<file path="src/rtl/two_player_match_ctrl.sv">
// Purpose: 2-player match sequencer - grace window, result latch, win-screen select, win counters, new-game pulse.
// Latency: all outputs registered; winSel/showResult valid 1 clk after the judging startOfFrame.
// Backpressure: none; keys are level inputs edge-detected here, frame timing comes only from startOfFrame.
module two_player_match_ctrl #(
    parameter int LIVES_W      = 4,
    parameter int GRACE_FRAMES = 15,
    parameter int SHOW_FRAMES  = 180,
    parameter int SCORE_MAX    = 9
) (
    input  logic               clk,
    input  logic               resetN,
    input  logic               startOfFrame,
    input  logic               startKey,
    input  logic               restartKey,
    input  logic               timeUp,
    input  logic [LIVES_W-1:0] lives,
    input  logic [LIVES_W-1:0] lives2,
    output logic               gameActive,
    output logic               showResult,
    output logic [2:0]         winSel,
    output logic [3:0]         p1Wins,
    output logic [3:0]         p2Wins,
    output logic               newGamePulse
);

    localparam int MAX_FRAMES = (GRACE_FRAMES > SHOW_FRAMES) ? GRACE_FRAMES : SHOW_FRAMES;
    localparam int CNT_W      = (MAX_FRAMES > 2) ? $clog2(MAX_FRAMES) : 1;

    localparam logic [CNT_W-1:0] GRACE_LAST = CNT_W'(GRACE_FRAMES - 1);
    localparam logic [CNT_W-1:0] SHOW_LAST  = CNT_W'(SHOW_FRAMES - 1);
    localparam logic [3:0]       SCORE_SAT  = 4'(SCORE_MAX);

    localparam logic [2:0] SEL_NONE = 3'b000;
    localparam logic [2:0] SEL_P2   = 3'b001;
    localparam logic [2:0] SEL_P1   = 3'b010;
    localparam logic [2:0] SEL_DRAW = 3'b100;

    typedef enum logic [2:0] {
        IDLE,
        PLAYING,
        GRACE,
        RESULT,
        HOLD
    } state_t;

    state_t           state;
    logic [CNT_W-1:0] frame_cnt;

    // Key edge detection. The armed flags stay low until a key has been seen
    // released after reset, so a key held through reset never fires.
    logic start_prev;
    logic restart_prev;
    logic start_armed;
    logic restart_armed;
    logic start_edge;
    logic restart_edge;

    assign start_edge   = startKey   & ~start_prev   & start_armed;
    assign restart_edge = restartKey & ~restart_prev & restart_armed;

    // Previous-value and armed registers for both keys
    always_ff @(posedge clk or negedge resetN) begin
        if (!resetN) begin
            start_prev    <= 1'b0;
            restart_prev  <= 1'b0;
            start_armed   <= 1'b0;
            restart_armed <= 1'b0;
        end else begin
            start_prev    <= startKey;
            restart_prev  <= restartKey;
            start_armed   <= start_armed   | ~startKey;
            restart_armed <= restart_armed | ~restartKey;
        end
    end

    // Match FSM with registered outputs, frame counter and win counters
    always_ff @(posedge clk or negedge resetN) begin
        if (!resetN) begin
            state        <= IDLE;
            frame_cnt    <= '0;
            gameActive   <= 1'b0;
            showResult   <= 1'b0;
            winSel       <= SEL_NONE;
            p1Wins       <= 4'd0;
            p2Wins       <= 4'd0;
            newGamePulse <= 1'b0;
        end else begin
            newGamePulse <= 1'b0;
            case (state)
                IDLE: begin
                    if (start_edge) begin
                        state        <= PLAYING;
                        gameActive   <= 1'b1;
                        showResult   <= 1'b0;
                        winSel       <= SEL_NONE;
                        newGamePulse <= 1'b1;
                    end
                end

                PLAYING: begin
                    if ((lives == '0) || (lives2 == '0) || timeUp) begin
                        state     <= GRACE;
                        frame_cnt <= '0;
                    end
                end

                // Grace window runs to completion regardless of lives recovering;
                // only the lives values on the judging clock decide the winner.
                GRACE: begin
                    if (startOfFrame) begin
                        if (frame_cnt == GRACE_LAST) begin
                            state      <= RESULT;
                            frame_cnt  <= '0;
                            gameActive <= 1'b0;
                            showResult <= 1'b1;
                            if (lives2 > lives) begin
                                winSel <= SEL_P2;
                                if (p2Wins < SCORE_SAT) begin
                                    p2Wins <= p2Wins + 4'd1;
                                end
                            end else if (lives > lives2) begin
                                winSel <= SEL_P1;
                                if (p1Wins < SCORE_SAT) begin
                                    p1Wins <= p1Wins + 4'd1;
                                end
                            end else begin
                                winSel <= SEL_DRAW;
                            end
                        end else begin
                            frame_cnt <= frame_cnt + CNT_W'(1);
                        end
                    end
                end

                // Result screen is held for a minimum time; keys are ignored here.
                RESULT: begin
                    if (startOfFrame) begin
                        if (frame_cnt == SHOW_LAST) begin
                            state <= HOLD;
                        end else begin
                            frame_cnt <= frame_cnt + CNT_W'(1);
                        end
                    end
                end

                // Restart takes priority over a simultaneous start press.
                HOLD: begin
                    if (restart_edge) begin
                        state        <= PLAYING;
                        gameActive   <= 1'b1;
                        showResult   <= 1'b0;
                        winSel       <= SEL_NONE;
                        newGamePulse <= 1'b1;
                    end else if (start_edge) begin
                        state      <= IDLE;
                        gameActive <= 1'b0;
                        showResult <= 1'b0;
                        winSel     <= SEL_NONE;
                        p1Wins     <= 4'd0;
                        p2Wins     <= 4'd0;
                    end
                end

                default: begin
                    state        <= IDLE;
                    gameActive   <= 1'b0;
                    showResult   <= 1'b0;
                    winSel       <= SEL_NONE;
                end
            endcase
        end
    end

endmodule

</file>
<file path="config.mk">
export PLATFORM = sky130hd
export DESIGN_NAME = two_player_match_ctrl
export DESIGN_NICKNAME = d
export VERILOG_FILES = /design/src/rtl/two_player_match_ctrl.sv
export SDC_FILE = /design/constraint.sdc
export NUM_CORES = 1
export LEC_CHECK = 0
export ABC_CLOCK_PERIOD_IN_PS = 1900
export BUFFER_PORTS_ARGS = -buffer_cell sky130_fd_sc_hd__buf_2
export CAP_MARGIN = 15
export CORE_MARGIN = 1
export CORE_UTILIZATION = 49
export DETAILED_ROUTE_END_ITERATION = 12
export PLACE_DENSITY = 0.78
export SLEW_MARGIN = 20
export SYNTH_ARGS = -nofsm -noshare
export SYNTH_HDL_FRONTEND = slang
export SYNTH_SLANG_ARGS = --single-unit
</file>
<file path="constraint.sdc">
create_clock -name clk -period 1.9 [get_ports clk]
set_input_delay 0.285 -clock clk [delete_from_list [all_inputs] [get_ports clk]]
set_output_delay 0.285 -clock clk [all_outputs]
set_load 0.01 [all_outputs]
</file>
Word level (Yosys, flattened, before mapping)
Cells that the tools add are included.
{ "op_classes": {"n_addsub": 3, "n_mul": 0, "div": 0, "order_cmp": 4, "eq_ne": 21, "shift": 0, "muxes": 49, "n_bitwise": 11, "n_reduce_logical": 14} }
{ "op_table": {"columns": ["op", "n"], "rows": [
  ["4-bit 2-to-1 mux", 11],
  ["3-bit 2-to-1 mux", 14],
  ["8-bit 2-to-1 mux", 5],
  ["2-bit inequality test, second input constant", 14],
  ["8-bit case mux with 3 select lines", 1],
  ["4-bit case mux with 2 select lines", 2],
  ["3-bit case mux with 5 select lines", 1],
  ["7-bit AND reduction", 2],
  ["3-bit case mux with 4 select lines", 1],
  ["1-bit 2-to-1 mux", 11],
  ["5-bit AND reduction", 2],
  ["4-bit by 1-bit adder with 4-bit output, second input constant", 2],
  ["8-bit by 1-bit adder with 8-bit output, second input constant", 1],
  ["8-bit by 4-bit equality test with 1-bit output, second input constant", 1],
  ["8-bit equality test, second input constant", 1],
  ["4-bit greater-than comparator", 2],
  ["4-bit zero test", 2],
  ["4-bit less-than comparator, second input constant", 2],
  ["1-bit case mux with 4 select lines", 2],
  ["8-bit AND reduction", 1],
  ["3-bit by 2-bit equality test with 1-bit output, second input constant", 2],
  ["1-bit NOT", 5],
  ["1-bit AND", 4],
  ["3-bit by 1-bit equality test with 1-bit output, second input constant", 1],
  ["10 further kinds", 12]
]} }
{ "word_totals": {"reg_bits": 29, "latchBits": 0, "mem_bits_rw": 0, "romBits": 0, "input_bits": 14, "out_inout_bits": 14, "wordCells": 114, "n_memories": 0} }

Longest topological paths before layout
{ "logic_depth": {"depth_word": 7, "ltp_mapped": 8, "ltp_nobuf": 7} }

Worst setup path before layout
No wires, ideal clock.
{ "synth_path": {"path_type": "register to register", "startpoint": "reg frame_cnt[0]", "endpoint": "reg frame_cnt[7]", "setup_ns": 0.104, "arrival_time_ns": 1.878, "required_time_ns": 1.796, "setup_slack_ns": -0.082, "path_stages_with_launch": 8, "n_path_buf": 1, "cell_sequence": "dfrtp_1 -> ha_1 -> nand2b_1 -> o41ai_1 -> a221o_2 -> or2_1 -> buf_6 -> o41ai_4"} }
{ "synth_between": {"elab_chain_cells": 4, "elab_cells_between_ends": 10, "classes_between": "1 x add/sub; 3 x eq/ne; 5 x mux; 1 x reduce/logical"} }
{ "synth_lines": {"columns": ["element", "line", "text"], "rows": [
  ["start: declaration", "47", "logic [CNT_W-1:0] frame_cnt;"],
  ["start signal: assignment", "130", "frame_cnt <= frame_cnt + CNT_W'(1);"],
  ["start signal: assignment", "141", "frame_cnt <= frame_cnt + CNT_W'(1);"],
  ["8-bit by 1-bit adder with 8-bit output / 8-bit by 4-bit equality test with 1-bit output (equally long branches)", "130, 141, 111", null],
  ["8-bit 2-to-1 mux (on tied branches)", "138, 111", null],
  ["8-bit 2-to-1 mux (on tied branches)", "137, 110", null],
  ["8-bit case mux with 3 select lines", "89", "case (state)"]
]} }
Parallel ways exist; a longest one is shown, timed or not. The select of a mux whose other input is x is not followed.
A chain may end at the register's enable or synchronous reset.

Final worst setup path
{ "layout_path": {"startpoint": "reg state[0]", "endpoint": "reg frame_cnt[7]"} }
{ "layout_between": {"elab_chain_cells": 3, "elab_cells_between_ends": 10, "classes_between": "7 x eq/ne; 1 x mux; 2 x reduce/logical"} }
{ "layout_lines": {"columns": ["element", "line", "text"], "rows": [
  ["start: declaration", "46", "state_t state;"],
  ["start signal: assignment", "79", "state <= IDLE;"],
  ["start signal: assignment", "92", "state <= PLAYING;"],
  ["start signal: assignment", "102", "state <= GRACE;"],
  ["3-bit by 2-bit equality test with 1-bit output / 3-bit by 1-bit equality test with 1-bit output (equally long branches)", "89", null],
  ["2-bit inequality test (no source line) / 3-bit nonzero test (equally long branches)", null, null],
  ["5-bit AND reduction (no source line)", null, null]
]} }
Parallel ways exist; a longest one is shown, timed or not.

==> results.md <==
- Worst Skew: 20.1 ps
- Static leakage: 1.04 nW
- Critical Path RT: 2100 ps
- Filler cells: 296
- Pins over their slew limit: 0
- Final number of hold-violating endpoints: 0
- Synthesized Nets: 198
- HP Start: startKey
- Max Cap Viol: 0
- Leading area contributor after synthesis: dfrtp_1
- H-tree depth: 2
- Int Power: 0.00111 W
- Hold endpoint: start_prev$_DFF_PN0_
- Post-synth top flop: dfrtp_1
- Clock slew at the register clock pins of the worst setup and hold paths: 110 ps
- Final min period: 1790 ps
- CTS Sinks: 29
- Worst Path Max Fanout: 10
- Area Growth Syn to Fin: 23.3%
- RSZ-0062 raised after global routing: no
- Rel. slew slack: 0.572
- F_max: 0.559 GHz
- Syn Area/Cell: 9.95 um^2
- HPWL Detailed: 2630 um
- PD cells: 792 nW/um^2
- Worst Setup Start Kind: flop
- Root buffer cell: clkbuf_4
- FF+latch count, synth: 29
- Most common cell in the netlist: dfrtp_1
- Inserted Diodes: 0
- Via count: 1478
- Post-route clock period utilization: 0.941
- Clk pwr share: 0.219
- Grt total ovfl: 0
- Kind of critical path: reg -> reg
- Flop pwr share: 0.477
- Layout cells sized above 1: 0.330
- Starting density of the core: 0.515
- Total CTS buffers: 5
- Status: finished, final reports clean
- Longest Clk Path Bufs: 2
- Worst path arrival time: 1990 ps
- Clock Latency Late Sink: 350 ps
- EDFF count, synth: 0
- DRC viols: 0
- Iteration-0 DRC Markers: 60
- FF-to-FF setup slack: 110 ps
- Final net count: 247
- Design Area, Final: 2130 um^2
- Pre-CTS setup slack: -36.5 ps
- Least-Margin Pin Slew: 642 ps
- Comb power frac: 0.304
- Final WL: 3470 um
- Via/cell ratio: 5.47
- Number of setup violations in the final report: 0
- DRT met1 WL: 1590 um
- Detail Route Antenna Nets: 0
- Number of port buffers: 27
- Vias in the first global route: 1331
- Hold slack: 61.4 ps
- Reg-to-Reg Start: state[0]$_DFFE_PN0P_
- Core footprint: 3360 um^2
- Top cell type's share of synthesized area: 0.419
- Mapped Cells: 174
- Uppermost routed layer: met4
- Setup ws final: 112 ps
- # rows: 21
- Hold crit path type: in -> reg
- Drt first pass iters: 4
- Crit. End Element: flop
- Final design utilization: 0.635
- NetSw: 0.000584 W
- Hold Crit Depth: 1
- Routed length on met2: 1690 um
- Initial antenna violation count: 0
- Syn Std Cell Area: 1730 um^2
- Top post-synthesis cells by count: dfrtp_1 (29), o21ai_0 (16), inv_1 (14)
- Synth unique cells: 50
- TritonCTS clock tree: done
- Ys Warns: 0
- Die ar.: 3780 um^2
- Area post-placement: 2030 um^2
- RD Place Congestion: 0.915
- Fraction of registers with async set/reset: 1.00
- First-pass GRT wire length: 5690 um
- Seq/Total Area, Yosys: 0.419
- Gr usage total: 0.208
- R2R cell count: 6
- Largest net degree at the start of global routing: 30
- Synth top area cells: dfrtp_1 (42%), ha_1 (7.2%), o21ai_0 (4.6%), nand2b_1 (3.6%), inv_1 (3.0%)
- Routed WL per cell: 12.8 um
- # IOs: 28
- Routed wl met3: 129 um
- Setup tns final: 0 ps
- Die W: 61.4 um
- Chip height: 61.4 um
- VDD IR-drop max: 0.518 mV
- Reg2reg end: frame_cnt[7]$_DFFE_PN0P_
- Sw frac: 0.345
through the flow:
stage / total power, W / cells
floorplan: 0.00108 / 174
global placement: 0.00127 / 260
detailed placement: 0.00129 / 260
CTS: 0.00166 / 269
global route: 0.00182 / 270
finish: 0.00169 / 270
cell families (layout without fill, tap and decap cells):
kind of cell             count (synthesis)  count (layout)  share of synthesized area
AO/OA/AOI/OAI                           53              53                      0.228
adder cells (fa/ha/maj)                 10              10                     0.0723
buffers and inverters                   19              69                     0.0513
flip-flops                              29              29                      0.419
multiplexers                             1               1                    0.00578
AND/OR/NAND/NOR                         62              62                      0.223
registers in the layout, indices dropped and copies added, names as in the netlist:
signal and flops:
showResult 1, gameActive 1, start_armed 1, p1Wins 4, state 3, p2Wins 4, start_prev 1, frame_cnt 8
restart_armed 1, restart_prev 1, winSel 3, newGamePulse 1
cell type report:
class                      count  area, um^2  share of cell area
clock inverter                 3        17.5             0.00821
timing repair buffer          47         288               0.135
clock buffer                   5        37.5              0.0176
tap                           46        57.6              0.0270
inverter                      14        52.6              0.0246
multi-input combinational    126         956               0.448
sequential                    29         726               0.340
power by group through the flow:
stage	Clock, W	Sequential [W]	Combinational [W]
6_report	0.000370	0.000807	0.000514
5_1_grt	0.000413	0.000824	0.000578
4_1_cts	0.000380	0.000804	0.000477
3_5_place_dp	0	0.000815	0.000475
3_3_place_gp	0	0.000812	0.000461
2_1_floorplan	0	0.000831	0.000249
worst max path at each step:
stage / startpoint / to / slack [ps]
6_report: state[0]$_DFFE_PN0P_ / frame_cnt[7]$_DFFE_PN0P_ / 110
5_1_grt: frame_cnt[0]$_DFFE_PN0P_ / p1Wins[3]$_DFFE_PN0P_ / 20
4_1_cts: frame_cnt[3]$_DFFE_PN0P_ / frame_cnt[3]$_DFFE_PN0P_ / 3
3_5_place_dp: lives2[1] / frame_cnt[4]$_DFFE_PN0P_ / -40
3_3_place_gp: lives[0] / frame_cnt[7]$_DFFE_PN0P_ / 8
2_1_floorplan: state[2]$_DFFE_PN0P_ / p1Wins[2]$_DFFE_PN0P_ / 20
worst max-delay path, cell delays in order, from the launching register on:
cell     delay [ps]
dfrtp_1         390
buf_4           170
inv_1           130
nand3_1         100
a221o_2         380
o21ai_0         340
o41ai_4         140
per-layer routing:
layer  track usage  vias to the layer above
li1              -                      743
met1         0.242                      704
met2         0.351                       23
met3        0.0588                        8
met4         0.105                        0
met5             0                        -
placed cells by master, fill, tap and decap left out, types with 2 or more instances in the layout:
cell type / n
dfrtp_1: 29
buf_2: 27
buf_4: 19
inv_1: 14
o21ai_0: 14
nor2_1: 11
nand2b_1: 9
ha_1: 8
nand2_1: 7
o31ai_1: 6
a31oi_1: 5
nand3_1: 5
clkbuf_4: 5
nor2b_1: 4
a21o_1: 4
a21oi_1: 3
nor4_1: 3
nand4_1: 3
and3_1: 2
o2bb2ai_1: 2
or2_4: 2
o41ai_1: 2
o41ai_2: 2
o21ai_1: 2
a32o_1: 2
ha_2: 2
clkinv_2: 2
what timing repair did:
item | in CTS | in global routing
gates resized for setup | 0 | 10
endpoints found under the setup margin | 0 | 17
endpoints found under the hold margin | 29 | 0
hold buffers | 1 | 0
setup buffers | 0 | 1
Power figures use the tool's default switching activity.
